### config.mk
export PLATFORM = sky130hd
export DESIGN_NAME = sram_access_arbiter_flat
export DESIGN_NICKNAME = d
export VERILOG_FILES = /design/src/rtl/sram_access_arbiter_if.sv /design/src/rtl/sram_access_arbiter.sv /design/src/flat_wrapper.sv
export SDC_FILE = /design/constraint.sdc
export NUM_CORES = 1
export LEC_CHECK = 0
export CORE_MARGIN = 1
export CORE_UTILIZATION = 36
export CTS_CLUSTER_SIZE = 16
export DETAILED_ROUTE_END_ITERATION = 6
export GPL_TIMING_DRIVEN = 0
export PLACE_DENSITY = 0.89
export SLEW_MARGIN = 15
export SYNTH_ARGS = -nofsm -noshare
export SYNTH_HDL_FRONTEND = slang
export SYNTH_SLANG_ARGS = --single-unit
### constraint.sdc
create_clock -name clk -period 2.2 [get_ports clk]
set_clock_uncertainty 0.15 [all_clocks]
set_input_delay 0.44 -clock clk [delete_from_list [all_inputs] [get_ports clk]]
set_output_delay 0.44 -clock clk [all_outputs]
set_load 0.02 [all_outputs]
### src/rtl/sram_access_arbiter_if.sv
`default_nettype none
// ============================================================================
// Module   : sram_access_arbiter_if
// Purpose  : Requester-side bus of the shared SRAM arbiter. Carries the
//            per-port request/direction/address/write-data bundle towards the
//            arbiter and the ACK/RDATA/BUSY status back to the requesters.
// Modports : master - requester side (drives requests, observes status)
//            slave  - arbiter side (observes requests, drives status)
// Revision : 1.0 - initial release
// ============================================================================
interface sram_access_arbiter_if #(
    parameter int AW = 20,
    parameter int DW = 16
);
    logic          en;        // 1 = new grants allowed
    logic [2:0]    req;       // per-port request, held until ACK
    logic [2:0]    we_req;    // per-port direction, 1 = write
    logic [AW-1:0] addr0;
    logic [AW-1:0] addr1;
    logic [AW-1:0] addr2;
    logic [DW-1:0] wdata0;
    logic [DW-1:0] wdata1;
    logic [DW-1:0] wdata2;
    logic [2:0]    ack;       // one-clock completion pulse
    logic [DW-1:0] rdata;     // read data, held until next read capture
    logic          busy;      // arbiter not in IDLE

    modport master (
        output en, req, we_req, addr0, addr1, addr2, wdata0, wdata1, wdata2,
        input  ack, rdata, busy
    );

    modport slave (
        input  en, req, we_req, addr0, addr1, addr2, wdata0, wdata1, wdata2,
        output ack, rdata, busy
    );
endinterface
`default_nettype wire

### src/rtl/sram_access_arbiter.sv
`default_nettype none
// ============================================================================
// Module   : sram_access_arbiter
// Purpose  : Owns the asynchronous 1M x 16 SRAM and runs one fixed-timing
//            access at a time (SETUP, ACC_CYC x ACCESS, HOLD) for three
//            requesters, chosen round-robin with optional strict priority
//            for port 0. Every output is registered.
// Ports    : clk, rst      - clock, synchronous active-high reset
//            bus (slave)   - requester bundle: en/req/we_req/addr/wdata in,
//                            ack/rdata/busy out
//            adx_o, dx_o   - SRAM address and write data
//            dx_i          - SRAM read data
//            dx_oe_o       - tri-state enable for dx_o
//            cex_o/cey_o   - OE_n / WE_n
//            ce1_o/ce2_o   - CE1_n / CE2
//            bhe_o/ble_o   - byte enables (active-low, always enabled)
// Revision : 1.0 - initial release
// ============================================================================
module sram_access_arbiter #(
    parameter int AW      = 20,
    parameter int DW      = 16,
    parameter int ACC_CYC = 2,
    parameter int PRIO0   = 1
) (
    input  wire logic          clk,
    input  wire logic          rst,
    sram_access_arbiter_if.slave bus,
    output logic [AW-1:0]      adx_o,
    output logic [DW-1:0]      dx_o,
    input  wire logic [DW-1:0] dx_i,
    output logic               dx_oe_o,
    output logic               cex_o,
    output logic               cey_o,
    output logic               ce1_o,
    output logic               ce2_o,
    output logic               bhe_o,
    output logic               ble_o
);

    localparam logic [3:0] c_acc_last = 4'(ACC_CYC - 1);

    typedef enum logic [1:0] {
        S_IDLE   = 2'd0,
        S_SETUP  = 2'd1,
        S_ACCESS = 2'd2,
        S_HOLD   = 2'd3
    } state_t;

    state_t        state_q, state_d;
    logic [3:0]    cnt_q, cnt_d;
    logic [1:0]    last_q, last_d;
    logic [1:0]    win_q, win_d;
    logic          wr_q, wr_d;
    logic [AW-1:0] adx_q, adx_d;
    logic [DW-1:0] dxo_q, dxo_d;
    logic [DW-1:0] rdata_q, rdata_d;
    logic [2:0]    ack_q, ack_d;
    logic          busy_q, busy_d;
    logic          oe_q, oe_d;
    logic          cex_q, cex_d;
    logic          cey_q, cey_d;
    logic          ce1_q, ce1_d;

    logic [1:0]    w_pick;
    logic          w_we;
    logic [AW-1:0] w_addr;
    logic [DW-1:0] w_wdata;

    // First requesting port in the order LAST+1, LAST+2, LAST (mod 3).
    // Scanning backwards lets the earliest candidate overwrite the others.
    function automatic logic [1:0] f_rr_pick(input logic [2:0] req,
                                             input logic [1:0] last);
        logic [1:0] cand;
        f_rr_pick = last;
        for (int i = 3; i >= 1; i--) begin
            cand = 2'((int'(last) + i) % 3);
            if (req[cand]) f_rr_pick = cand;
        end
    endfunction

    always_comb begin
        w_pick = ((PRIO0 != 0) && bus.req[0]) ? 2'd0 : f_rr_pick(bus.req, last_q);
        case (w_pick)
            2'd0:    begin w_we = bus.we_req[0]; w_addr = bus.addr0; w_wdata = bus.wdata0; end
            2'd1:    begin w_we = bus.we_req[1]; w_addr = bus.addr1; w_wdata = bus.wdata1; end
            default: begin w_we = bus.we_req[2]; w_addr = bus.addr2; w_wdata = bus.wdata2; end
        endcase
    end

    always_comb begin
        state_d = state_q;
        cnt_d   = cnt_q;
        last_d  = last_q;
        win_d   = win_q;
        wr_d    = wr_q;
        adx_d   = adx_q;
        dxo_d   = dxo_q;
        rdata_d = rdata_q;

        case (state_q)
            S_IDLE: begin
                if (bus.en && (bus.req != 3'b000)) begin
                    state_d = S_SETUP;
                    win_d   = w_pick;
                    last_d  = w_pick;
                    wr_d    = w_we;
                    adx_d   = w_addr;
                    dxo_d   = w_wdata;
                end
            end
            S_SETUP: begin
                state_d = S_ACCESS;
                cnt_d   = c_acc_last;
            end
            S_ACCESS: begin
                if (cnt_q == 4'd0) begin
                    state_d = S_HOLD;
                    if (!wr_q) rdata_d = dx_i;
                end else begin
                    cnt_d = cnt_q - 4'd1;
                end
            end
            default: state_d = S_IDLE;
        endcase

        // Outputs are registered, so they are derived from the state being
        // entered: the pins then show the levels of the state they are in.
        busy_d = (state_d != S_IDLE);
        ce1_d  = (state_d == S_IDLE);
        cex_d  = !((state_d == S_ACCESS) && !wr_d);
        cey_d  = !((state_d == S_ACCESS) && wr_d);
        oe_d   = wr_d && (state_d != S_IDLE);
        ack_d  = (state_d == S_HOLD) ? (3'b001 << win_d) : 3'b000;
    end

    always_ff @(posedge clk) begin
        if (rst) begin
            state_q <= S_IDLE;
            cnt_q   <= 4'd0;
            last_q  <= 2'd2;
            win_q   <= 2'd0;
            wr_q    <= 1'b0;
            adx_q   <= '0;
            dxo_q   <= '0;
            rdata_q <= '0;
            ack_q   <= 3'b000;
            busy_q  <= 1'b0;
            oe_q    <= 1'b0;
            cex_q   <= 1'b1;
            cey_q   <= 1'b1;
            ce1_q   <= 1'b1;
        end else begin
            state_q <= state_d;
            cnt_q   <= cnt_d;
            last_q  <= last_d;
            win_q   <= win_d;
            wr_q    <= wr_d;
            adx_q   <= adx_d;
            dxo_q   <= dxo_d;
            rdata_q <= rdata_d;
            ack_q   <= ack_d;
            busy_q  <= busy_d;
            oe_q    <= oe_d;
            cex_q   <= cex_d;
            cey_q   <= cey_d;
            ce1_q   <= ce1_d;
        end
    end

    assign bus.ack   = ack_q;
    assign bus.rdata = rdata_q;
    assign bus.busy  = busy_q;
    assign adx_o     = adx_q;
    assign dx_o      = dxo_q;
    assign dx_oe_o   = oe_q;
    assign cex_o     = cex_q;
    assign cey_o     = cey_q;
    assign ce1_o     = ce1_q;
    // Chip enable 2 and both byte enables are permanently active.
    assign ce2_o     = 1'b1;
    assign bhe_o     = 1'b0;
    assign ble_o     = 1'b0;

endmodule
`default_nettype wire
### src/flat_wrapper.sv
// flat-port wrapper written by rule: the top's interface ports become plain ports
module sram_access_arbiter_flat 
#(
    parameter int AW      = 20,
    parameter int DW      = 16,
    parameter int ACC_CYC = 2,
    parameter int PRIO0   = 1
)
  (clk, rst, adx_o, dx_o, dx_i, dx_oe_o, cex_o, cey_o, ce1_o, ce2_o, bhe_o, ble_o, bus_en, bus_req, bus_we_req, bus_addr0, bus_addr1, bus_addr2, bus_wdata0, bus_wdata1, bus_wdata2, bus_ack, bus_rdata, bus_busy);
  sram_access_arbiter_if #(.AW(AW), .DW(DW)) bus_i ();
  input  wire logic clk;
  input  wire logic rst;
  output logic [AW-1:0] adx_o;
  output logic [DW-1:0] dx_o;
  input  wire logic [DW-1:0] dx_i;
  output logic dx_oe_o;
  output logic cex_o;
  output logic cey_o;
  output logic ce1_o;
  output logic ce2_o;
  output logic bhe_o;
  output logic ble_o;
  input wire logic [$bits(bus_i.en)-1:0] bus_en;
  input wire logic [$bits(bus_i.req)-1:0] bus_req;
  input wire logic [$bits(bus_i.we_req)-1:0] bus_we_req;
  input wire logic [$bits(bus_i.addr0)-1:0] bus_addr0;
  input wire logic [$bits(bus_i.addr1)-1:0] bus_addr1;
  input wire logic [$bits(bus_i.addr2)-1:0] bus_addr2;
  input wire logic [$bits(bus_i.wdata0)-1:0] bus_wdata0;
  input wire logic [$bits(bus_i.wdata1)-1:0] bus_wdata1;
  input wire logic [$bits(bus_i.wdata2)-1:0] bus_wdata2;
  output wire logic [$bits(bus_i.ack)-1:0] bus_ack;
  output wire logic [$bits(bus_i.rdata)-1:0] bus_rdata;
  output wire logic [$bits(bus_i.busy)-1:0] bus_busy;
  assign bus_i.en = bus_en;
  assign bus_i.req = bus_req;
  assign bus_i.we_req = bus_we_req;
  assign bus_i.addr0 = bus_addr0;
  assign bus_i.addr1 = bus_addr1;
  assign bus_i.addr2 = bus_addr2;
  assign bus_i.wdata0 = bus_wdata0;
  assign bus_i.wdata1 = bus_wdata1;
  assign bus_i.wdata2 = bus_wdata2;
  assign bus_ack = bus_i.ack;
  assign bus_rdata = bus_i.rdata;
  assign bus_busy = bus_i.busy;
  sram_access_arbiter #(.AW(AW), .DW(DW), .ACC_CYC(ACC_CYC), .PRIO0(PRIO0)) u_core (.clk(clk), .rst(rst), .bus(bus_i), .adx_o(adx_o), .dx_o(dx_o), .dx_i(dx_i), .dx_oe_o(dx_oe_o), .cex_o(cex_o), .cey_o(cey_o), .ce1_o(ce1_o), .ce2_o(ce2_o), .bhe_o(bhe_o), .ble_o(ble_o));
endmodule
# Word-level counts from Yosys, hierarchy flattened
# Index checks and enable logic that the tools add are counted.
[word_totals] register_bits=71 in_bits=133 output_inout_bits=63 elab_cells=73
[classes] add_sub_neg=4 div_mod_pow=3 n_lt_le_gt_ge=3 n_eq_ne=6 n_shift=1 n_mux=22 n_bitwise=2 reduce_logical=18
[ops] cell="32-bit by 3-bit modulo with 32-bit output, second input constant" count=3
[ops] cell="20-bit case mux with 2 select lines" count=1
[ops] cell="16-bit case mux with 2 select lines" count=1
[ops] cell="2-bit two-way mux" count=8
[ops] cell="2-bit by 3-bit less-than comparator with 1-bit output, second input constant" count=3
[ops] cell="4-bit case mux with 2 select lines" count=1
[ops] cell="2-bit by 2-bit adder with 3-bit output, second input constant" count=2
[ops] cell="1-bit binary-select mux with 2-bit select" count=3
[ops] cell="2-bit equality test, second input constant" count=3
[ops] cell="2-bit logical NOT" count=3
[ops] cell="2-bit case mux with 3 select lines" count=1
[ops] cell="1-bit two-way mux" count=5
[ops] cell="2-bit by 1-bit equality test with 1-bit output, second input constant" count=2
[ops] cell="1-bit logical AND" count=4
[ops] cell="4-bit logical NOT" count=1
[ops] cell="4-bit two-way mux" count=1
[ops] cell="2-bit AND reduction" count=2
[ops] cell="2-bit nonzero test" count=2
[ops] cell="4-bit by 1-bit subtractor with 4-bit output, second input constant" count=1
[ops] cell="2-bit by 1-bit adder with 3-bit output, second input constant" count=1
[ops] cell="1-bit logical NOT" count=3
[ops] cell="3-bit AND reduction" count=1
[ops] cell="3-bit nonzero test" count=1
[ops] cell="1-bit by 2-bit left shift with 3-bit output, first input constant" count=1
[ops] cell="other kinds (4)" count=5

# Logic depth before layout (Yosys ltp)
# Gate-level depths: netlist of run 1.
[depth] word_depth=15 depth_mapped=10 ltp_nobuf=8

# Worst setup path after synthesis of run 1
# No wires, ideal clock.
[synth_timing] path_type="register to register" from="reg u_core.last_q[0]" to="reg u_core.adx_q[10], in the netlist u_core.adx_o[10]" setup_time_ns=0.148 arrival_time_ns=1.962 required_ns=1.902 slack_ns=-0.061 path_stages_with_launch=11 path_buffers=2 period_less_slack_ns=2.261 path_cell_list="dfxtp_1 > inv_1 > ha_1 > buf_4 > o21a_1 > nor2_1 > o21ai_1 > and2_1 > nor2_2 > buf_4 > a2111oi_2"
[synth_between] elab_chain_cells=10 elab_cells_between_ends=19 classes_between="add/sub: 3; div: 3; eq/ne: 1; mux: 11; reduce/logical: 1"
[synth_rtl] element="start, declared" line_no="sram_access_arbiter.sv:51" rtl="logic [1:0] last_q, last_d;"
[synth_rtl] element="start signal, assigned" line_no="sram_access_arbiter.sv:155" rtl="last_q <= last_d;"
[synth_rtl] element="2-bit by 2-bit adder with 3-bit output" line_no="sram_access_arbiter.sv:76" rtl="cand = 2'((int'(last) + i) % 3);"
[synth_rtl] element="32-bit by 3-bit modulo with 32-bit output" line_no="sram_access_arbiter.sv:76"
[synth_rtl] element="1-bit binary-select mux with 2-bit select" line_no="sram_access_arbiter.sv:77" rtl="if (req[cand]) f_rr_pick = cand;"
[synth_rtl] element="1-bit two-way mux (not written as such)" line_no="sram_access_arbiter.sv:77"
[synth_rtl] element="2-bit two-way mux (2 in a row)" line_no="sram_access_arbiter.sv:77"
[synth_rtl] element="2-bit two-way mux *" line_no="sram_access_arbiter.sv:77"
[synth_rtl] element="2-bit two-way mux *" line_no="sram_access_arbiter.sv:82" rtl="w_pick = ((PRIO0 != 0) && bus.req[0]) ? 2'd0 : f_rr_pick(bus.req, last_q);"
[synth_rtl] element="2-bit by 1-bit equality test with 1-bit output / 2-bit logical NOT (equally long branches)" line_no="sram_access_arbiter.sv:83" rtl="case (w_pick)"
[synth_rtl] element="20-bit case mux with 2 select lines *" line_no="sram_access_arbiter.sv:83"
[synth_rtl] element="end signal, assigned" line_no="sram_access_arbiter.sv:143" rtl="adx_q <= '0;"
[synth_rtl] element="end signal, assigned" line_no="sram_access_arbiter.sv:158" rtl="adx_q <= adx_d;"
[synth_rtl] element="end, declared" line_no="sram_access_arbiter.sv:54" rtl="logic [AW-1:0] adx_q, adx_d;"
# Mark *: on every way between the ends. The rest lies on a longest branch, timed or not. The select of a mux whose other input is x is not followed.
# A chain may end at the register's enable or synchronous reset.

# Worst setup path after layout of run 1
[layout_timing] from="reg u_core.last_q[0]" to="reg u_core.dxo_q[14], in the netlist u_core.dx_o[14]"
[layout_between] elab_chain_cells=10 elab_cells_between_ends=19 classes_between="add/sub: 3; div: 3; eq/ne: 1; mux: 11; reduce/logical: 1"
[layout_rtl] element="2-bit by 2-bit adder with 3-bit output" line_no="sram_access_arbiter.sv:76"
[layout_rtl] element="32-bit by 3-bit modulo with 32-bit output" line_no="sram_access_arbiter.sv:76"
[layout_rtl] element="1-bit binary-select mux with 2-bit select" line_no="sram_access_arbiter.sv:77"
[layout_rtl] element="1-bit two-way mux (not written as such)" line_no="sram_access_arbiter.sv:77"
[layout_rtl] element="2-bit two-way mux (2 in a row)" line_no="sram_access_arbiter.sv:77"
[layout_rtl] element="2-bit two-way mux *" line_no="sram_access_arbiter.sv:77"
[layout_rtl] element="2-bit two-way mux *" line_no="sram_access_arbiter.sv:82"
[layout_rtl] element="2-bit by 1-bit equality test with 1-bit output / 2-bit logical NOT (equally long branches)" line_no="sram_access_arbiter.sv:83"
[layout_rtl] element="16-bit case mux with 2 select lines *" line_no="sram_access_arbiter.sv:83"
[layout_rtl] element="end signal, assigned" line_no="sram_access_arbiter.sv:159" rtl="dxo_q <= dxo_d;"
[layout_rtl] element="end, declared" line_no="sram_access_arbiter.sv:55" rtl="logic [DW-1:0] dxo_q, dxo_d;"
# Marks and branches as above.

==> impl_metrics.json, run 1 <==
{
  "path_cells": "inv_2 > ha_4 > buf_6 > o211a_4 > nor2b_4 > a21oi_4 > buf_4 > buf_12 > mux2i_1 > a2111oi_1",
  "drv_slew": 0,
  "wl_per_cell_um": 16.3,
  "synthTopCellsByArea": "dfxtp_1, a2111oi_2, mux2i_1",
  "yosysWarnings": 0,
  "failed_checks": "negative setup slack",
  "critical_path_arrival_ps": 2470,
  "grt_max_degree": 14,
  "rows": 36,
  "yosys.area.top_type": "dfxtp_1",
  "finalInstanceArea_um2": 6250,
  "slowest_delay_ps": 370,
  "vias": 3937,
  "cts_root_buffer": "clkbuf_8",
  "die-area_um2": 10700,
  "grt_pass1_vias": 3947,
  "groute.usage.overall_pct": 22.6,
  "path_clk_slew_ps": 90,
  "crit_path_end_kind": "flop",
  "switching_share_pct": 39.3,
  "clock_latency_ps": 340,
  "power.density_nw_per_um2": 950,
  "die_y_um": 103,
  "yosys.cell_types.count": 43,
  "routed_via_density": 5.21,
  "dpl.hpwl_um": 9130,
  "asyncSetResetFlopFracSynth_pct": 0,
  "wl_um": 12400,
  "ys_top_cells_by_count": "dfxtp_1, nor2_1, nand2_1, mux2i_1, nor3_1",
  "start_util_pct": 37.5,
  "tightest_slew_ps": 743,
  "grt.met3_usage_pct": 5.58,
  "internal-power_w": 0.00360,
  "p_comb_share_pct": 52.3,
  "ios": 196,
  "crit_slowest_cell": "a2111oi_1",
  "cts-buffers-inserted": 9,
  "core_area_um2": 9860,
  "synth_ff_type": "dfxtp_1",
  "drcViolationCount": 0,
  "tns_ps": -3340,
  "cts.path.max_buffers": 2,
  "die_w_um": 103,
  "critical_path.startpoint_type": "flop",
  "met2_usage_pct": 43.5,
  "path_max_fanout": 10,
  "seqPwrFrac_pct": 29.9,
  "status": "finished with violations",
  "required_ps": 2280,
  "ir_drop_uv": 525,
  "power.leakage_nw": 2.36,
  "layout.nets": 759,
  "rsz0062_at_grt": "yes",
  "initialDrtViolationCount": 115,
  "max_freq_mhz": 418,
  "netlist_area_um2": 3700,
  "yosysTopAreaCellShare_pct": 38.4,
  "portBuffers": 188,
  "ant_nets": 0,
  "fin_crit_ps": 2390,
  "placed_area_um2": 5760,
  "ys_seq_elements": 71,
  "area_growth_pct": 69.1,
  "synth_edf_count": 0,
  "drv_cap": 0,
  "rrSetupSlack_ps": -190,
  "use_met1_pct": 23.9,
  "power_w": 0.00594,
  "syn_inst": 406,
  "hold_buffers": 0,
  "dp.cells": 728,
  "synth.most_common_cell": "dfxtp_1",
  "post-route-period-util_pct": 109,
  "slew_headroom_pct": 50.5,
  "cts.sinks": 71,
  "finalHoldViolCount": 0,
  "cts_tree": "built",
  "worst_slack_ps": -192,
  "seq_area_frac_synth_pct": 38.4,
  "pwr-share-clk_pct": 17.8,
  "critPathKind": "flop to flop",
  "antenna_found_initial": 0,
  "drive_gt1_share_pct": 18.1,
  "fin_cells": 756,
  "p_sw_w": 0.00233,
  "cts_max_level": 3,
  "grt_overflow": 0,
  "grt.busiest_layer": "met2",
  "antenna_cells": 0,
  "dp_slack_ps": -594,
  "syn_area_per_cell_um2": 9.11,
  "grt_pass1_wl_um": 18500,
  "firstDrtPassIters": 4,
  "hp-class": "flop to flop",
  "gp_congestion": 0.783,
  "setup_viol_count_final": 36
}
-- layer usage --
metal / vias to the layer above / part of all wire [%]
li1: 1880 / -
met3: 22 / 6.1
met2: 167 / 53
met4: 0 / 1.8
met5: - / 0
met1: 1868 / 39
-- power by group through the flow --
stage               registers (W)  logic [W]  clock network [W]
floorplan                 0.00209    0.00139                  0
global placement          0.00178    0.00272                  0
detailed placement        0.00180    0.00279                  0
CTS                       0.00178    0.00293            0.00107
global route              0.00181    0.00334            0.00113
finish                    0.00178    0.00310            0.00105
-- area by class of cell --
cell class,instances,area (um^2)
plain buffers,32,218
clock buffers,9,124
clock inverters,7,71.3
fillers,798,3610
inverters,8,30.0
multi-input cells,293,2170
flip-flops and latches,71,1430
well taps,133,166
repair buffers,203,2040
-- path summary, 6_finish.rpt --
check                                    startpoint  cells after the start                  end
worst max-delay path               u_core.last_q[0]                     10      u_core.dx_o[14]
worst min-delay path            u_core.bus.rdata[9]                      2  u_core.bus.rdata[9]
worst max register to register     u_core.last_q[0]                     10      u_core.dx_o[14]
worst min register to register  u_core.bus.rdata[9]                      2  u_core.bus.rdata[9]
-- registers in the layout, indices dropped and copies added, names as in the netlist --
| register | cells |
|---|---|
| u_core.cex_o | 1 |
| u_core.bus.busy | 1 |
| u_core.wr_q | 1 |
| u_core.bus.ack | 3 |
| u_core.ce1_o | 1 |
| u_core.dx_oe_o | 1 |
| u_core.dx_o | 16 |
| u_core.cnt_q | 4 |
| u_core.state_q | 2 |
| u_core.bus.rdata | 16 |
| u_core.last_q | 2 |
| u_core.adx_o | 20 |
| u_core.cey_o | 1 |
| u_core.win_q | 2 |
-- cells in the final DEF (no fill, tap or decap), types with 3 or more instances in the layout --
master / Yosys / routed
clkdlybuf4s50_1: 0 / 188
dfxtp_1: 71 / 69
nor2_1: 53 / 52
nand2_1: 44 / 43
nor3_1: 38 / 38
mux2i_1: 39 / 34
a2111oi_2: 31 / 34
a21oi_1: 26 / 25
buf_4: 7 / 14
clkbuf_1: 19 / 12
clkbuf_8: 0 / 9
inv_1: 8 / 7
nor2b_1: 6 / 6
ha_1: 8 / 6
buf_6: 4 / 5
clkbuf_2: 0 / 5
mux2i_2: 0 / 5
buf_2: 5 / 3
nand2b_1: 3 / 3
a31oi_1: 3 / 3
o21ai_0: 3 / 3
buf_8: 1 / 3
conb_1: 2 / 3
clkinv_2: 0 / 3
-- cell families after synthesis --
group	Yosys count	synth area share, %
simple gates	155	18.7
compound gates	87	22.9
flops	71	38.4
buf+inv	44	6.46
mux	39	10.6
fa+ha+maj	8	2.71
other cells	2	0.203
-- critical path, delay by kind of cell, from the launching register on --
family / cells / cell delay, ps
and+or+nand+nor: 1 / 140
buffers and inverters: 4 / 470
AOI/OAI and AO/OA: 3 / 830
DFF: 1 / 340
adders and majority gates: 1 / 260
muxes: 1 / 80
-- per-stage QoR --
step | utilization [%] | hold WS, ps
5_1_grt | 63.4 | 337
3_5_place_dp | 58.4 | 303
3_3_place_gp | 58.4 | 293
6_report | 63.4 | 309
2_1_floorplan | - | 307
4_1_cts | 61.6 | 315
-- timing repair --
item,CTS,global route
setup endpoints to repair,56,55
hold endpoints to repair,0,0
cloned,1,2
pin swaps,12,8
resized for setup,16,40
setup buffers,3,11
Note: power is estimated with default switching activity, not from simulation.
==> run 2, diff against run 1 <==
- HOLD_SLACK_MARGIN: default -> 0.02
==> results of run 2 <==
No change in the layout: final DEF, timing and power equal those of run 1.
==> edit 1, RTL diff (flow settings as in run 2) <==
`rdata_q` no longer has a reset.
--- a/src/rtl/sram_access_arbiter.sv
+++ b/src/rtl/sram_access_arbiter.sv
@@ -144,3 +144,2 @@
             dxo_q   <= '0;
-            rdata_q <= '0;
             ack_q   <= 3'b000;
@@ -159,3 +158,2 @@
             dxo_q   <= dxo_d;
-            rdata_q <= rdata_d;
             ack_q   <= ack_d;
@@ -167,2 +165,6 @@
         end
+    end
+
+    always_ff @(posedge clk) begin
+        rdata_q <= rdata_d;
     end
Function: differs if rst is asserted again (counterexample within 10 cycles, from zero or initial values and one cycle with rst high); with rst held inactive, the same outputs for 10 cycles.
==> edit 1 against run 2 <==
The run still ends with negative setup slack left; design area up 13%; wire length rose by 22%; power is 18% higher; synthesized area increased by 0.81%; utilization rose by 7.8 points; setup slack worse by 0.11 ns; sequential cell count is the same; critical path type unchanged; critical endpoint is now u_core.cex_o; largest cell class unchanged; highest routed layer unchanged.
==> edit 1: results (changes against run 2) <==
- Post-CTS resize count: 114 (was 16)
- Vias in the first global route: 4444 (was 3947)
- Worst R2R Start: u_core.last_q[1] (was u_core.last_q[0])
- DPL Wire Length: 9900 um (was 9130 um)
- Post-synth EDFFs: 16 (was 0)
- Largest net degree at the start of global routing: 17 (was 14)
- Multi-input logic area: 2370 um^2 (was 2170 um^2)
- Pre-CTS WS: -0.964 ns (was -0.594 ns)
- First DRT Iteration DRCs: 264 (was 115)
- Clock buf/inv share: 0.0311 (was 0.0312)
- Final setup fails: 45 (was 36)
- Sequential-to-total area share from yosys stat: 0.424 (was 0.384)
- Port Buf Inserts: 191 (was 188)
- Via Count: 4585 (was 3937)
- Slew @ Worst Pin: 0.543 ns (was 0.743 ns)
- DRT Wirelength: 15100 um (was 12400 um)
- Worst reg2reg endpoint: u_core.cex_o (was u_core.dx_o[14])
- Synth top cells by count: 115 x nand2_1, 57 x o21ai_0, 55 x dfxtp_1, 37 x a21boi_0, 36 x a211oi_1 (was 71 x dfxtp_1, 53 x nor2_1, 44 x nand2_1, 39 x mux2i_1, 38 x nor3_1)
- Post-route worst setup slack: -0.306 ns (was -0.192 ns)
- Placed cell count: 791 (was 728)
- Layout clock buffers: 11 (was 9)
- Peak supply drop: 0.431 mV (was 0.525 mV)
- Dpl cell area: 5900 um^2 (was 5760 um^2)
- Drt wl/cell: 18.1 um (was 16.3 um)
- Clk_lat worst skew: 0.36 ns (was 0.34 ns)
- Gp weighted congestion: 0.848 (was 0.783)
- Post-synthesis mux area share: 0.00806 (was 0.106)
- GRT Total Usage: 0.254 (was 0.226)
- Worst hold slack: 0.305 ns (was 0.309 ns)
- Antenna violations before repair: 0 (unchanged)
- Post-Synth Adder-Cell Area: 0.0269 (was 0.0271)
- Status: complete, but fails checks (unchanged)
- Fillers: 706 (was 798)
- Nets: 839 (was 759)
- Final setup TNS: -8.23 ns (was -3.34 ns)
- Seq/total area: 0.225 (was 0.228)
- First-pass GRT wire length: 21600 um (was 18500 um)
- Fin util: 0.712 (was 0.634)
- Highest fanout seen on the critical path: 7 (was 10)
- Data buffer area share: 0.379 (was 0.362)
- Inverters: 10 (was 8)
- Drt pass-1 iters: 5 (was 4)
- Failing checks: negative setup slack (unchanged)
- Max reg flops: 20 (unchanged)
- Crit-path slowest cell: or4_4 (was a2111oi_1)
- Leakage: 2.70 nW (was 2.36 nW)
- Multi-In Gates: 346 (was 293)
- Layout cell share with drive strength beyond 1: 0.248 (was 0.181)
- Setup Buffers After CTS: 16 (was 3)
## edit 1: how the worst max path moves through the flow
| stage | start | end | depth (start not counted) |
|---|---|---|---|
| after CTS | u_core.last_q[0] | u_core.cey_o | 9 |
| after detailed placement | bus_req[2] | u_core.adx_o[18] | 9 |
| final | u_core.last_q[1] | u_core.cex_o | 10 |
| after global placement | bus_req[2] | u_core.adx_o[18] | 9 |
| after floorplan | u_core.last_q[0] | u_core.dx_o[1] | 12 |
| after global routing | u_core.last_q[0] | u_core.cex_o | 10 |
## edit 1: per-layer routing
metal | track usage | wire [um] | vias to the layer above
met5 | 0 | 0 | -
met4 | 0.0939 | 301 | 0
met3 | 0.0661 | 1270 | 27
met2 | 0.474 | 7950 | 279
met1 | 0.274 | 5620 | 2184
li1 | - | - | 2095
## edit 1: power breakdown
| group | switching (W) | internal (W) |
|---|---|---|
| clock | 0.000590 | 0.000563 |
| combinational | 0.00199 | 0.00194 |
| sequential | 0.000218 | 0.00171 |
==> edit 2, RTL diff (flow settings as in run 2) <==
Without the edit above. `AW` is set to 20 in 3 places; all go to 40.
--- a/src/rtl/sram_access_arbiter_if.sv
+++ b/src/rtl/sram_access_arbiter_if.sv
@@ -11,3 +11,3 @@
 interface sram_access_arbiter_if #(
-    parameter int AW = 20,
+    parameter int AW = 40,
     parameter int DW = 16
--- a/src/rtl/sram_access_arbiter.sv
+++ b/src/rtl/sram_access_arbiter.sv
@@ -19,3 +19,3 @@
 module sram_access_arbiter #(
-    parameter int AW      = 20,
+    parameter int AW      = 40,
     parameter int DW      = 16,
--- a/src/flat_wrapper.sv
+++ b/src/flat_wrapper.sv
@@ -3,3 +3,3 @@
 #(
-    parameter int AW      = 20,
+    parameter int AW      = 40,
     parameter int DW      = 16,
Interface: changed (resized adx_o, bus_addr0, bus_addr1 and bus_addr2); port bits go from 196 to 276. No check against the original RTL was run, so the function may have changed too.
==> edit 2 against run 2 <==
The flow still finishes with violations (negative setup slack); power rose by 58%; via count up 66%; design area rose by 44%; wire length is 73% higher; sequential cell count increased by 20; setup slack improved by 0.087 ns; synthesized area rose by 34%; die area rose by 34%; critical endpoint is now u_core.cey_o.
==> edit 2: results (changes against run 2) <==
- Status: complete, but fails checks (unchanged)
- Failing checks: negative setup slack (unchanged)
- Comb power frac: 0.571 (was 0.523)
- Arr. time, crit path: 2.39 ns (was 2.47 ns)
- Port Buf Inserts: 271 (was 188)
- Drt pass-1 iters: 5 (was 4)
- Crit-path slowest cell: dfxtp_4 (was a2111oi_1)
- Leakage: 3.24 nW (was 2.36 nW)
- Slew margin rel.: 0.432 (was 0.505)
- Clock Power Share: 0.176 (was 0.178)
- Final setup fails: 29 (was 36)
- Highest fanout seen on the critical path: 5 (was 10)
- Gp weighted congestion: 0.868 (was 0.783)
- Netlist cell types: 48 (was 43)
- Drt wl/cell: 18.7 um (was 16.3 um)
- Nets: 1166 (was 759)
- Pre-CTS WS: -0.883 ns (was -0.594 ns)
- Sequential-to-total area share from yosys stat: 0.367 (was 0.384)
- First DRT Iteration DRCs: 535 (was 115)
- DRT Wirelength: 21400 um (was 12400 um)
- Post-synthesis compound-gate area fraction: 0.297 (was 0.229)
- First-pass GRT wire length: 31500 um (was 18500 um)
- Sw Ratio: 0.421 (was 0.393)
- Top post-synthesis cells by area: dfxtp_1 37%, o311ai_1 10%, nor2_1 9.1%, a31oi_1 7.2%, o21ai_0 6.3% (was dfxtp_1 38%, a2111oi_2 13%, mux2i_1 11%, nor2_1 5.4%, nor3_1 5.1%)
- Post-synthesis mux area share: 0.00504 (was 0.106)
- Combinational Power: 0.00537 W (was 0.00310 W)
- Post-route worst setup slack: -0.105 ns (was -0.192 ns)
- Via Count: 6530 (was 3937)
- Dpl cell area: 7920 um^2 (was 5760 um^2)
- Max reg flops: 40 (was 20)
- Vias in the first global route: 6233 (was 3947)
[edit 2: cell types whose count changed after synthesis, sizes merged, moves of 18 or more]
cell	run 2	this run
nor3	38	1
clkbuf	19	37
nor2	54	121
buf	17	39
a31oi	3	57
dfxtp	71	91
mux2i	39	1
nand3	1	59
o21ai	7	66
a2111oi	36	0
o311ai	1	57
[edit 2: logic make-up (layout without fill, tap and decap cells)]
group                    after synthesis  count (layout)
other                                  2               3
AND/OR/NAND/NOR                      255             255
buffers and inverters                 86             385
adder cells (fa/ha/maj)                8               8
multiplexers                           2               2
flip-flops                            91              91
AO/OA/AOI/OAI                        226             226
[edit 2: final timing paths]
kind | startpoint | depth (start not counted) | slack, ns | endpoint
min reg2reg | u_core.bus.rdata[11] | 2 | 0.31 | u_core.bus.rdata[11]
max reg2reg | u_core.last_q[0] | 8 | -0.10 | u_core.cey_o
min | u_core.bus.rdata[11] | 2 | 0.31 | u_core.bus.rdata[11]
max | u_core.last_q[0] | 8 | -0.10 | u_core.cey_o
[edit 2: layer usage]
metal	routed length, um	GRT usage	share of wire
met2	10600	0.494	0.50
met3	1840	0.0771	0.086
met4	706	0.125	0.033
met1	8220	0.323	0.38
met5	0	0	0
[edit 2: final cells by class]
cell class	instances	area (um^2)
Buffer	72	526
Clock buffer	10	239
Clock inverter	6	71.3
Fill cell	1091	4350
Inverter	10	37.5
Multi-Input combinational cell	494	3240
Sequential cell	91	1830
Tap cell	176	220
Timing Repair Buffer	287	2830
[edit 2: what timing repair did]
item                       in CTS  in global routing
gates resized for setup        64                105
hold endpoints to repair        0                  0
setup endpoints to repair      79                 82
buffers inserted               10                  4
pin swaps                       7                  4
cloned                          2                  0
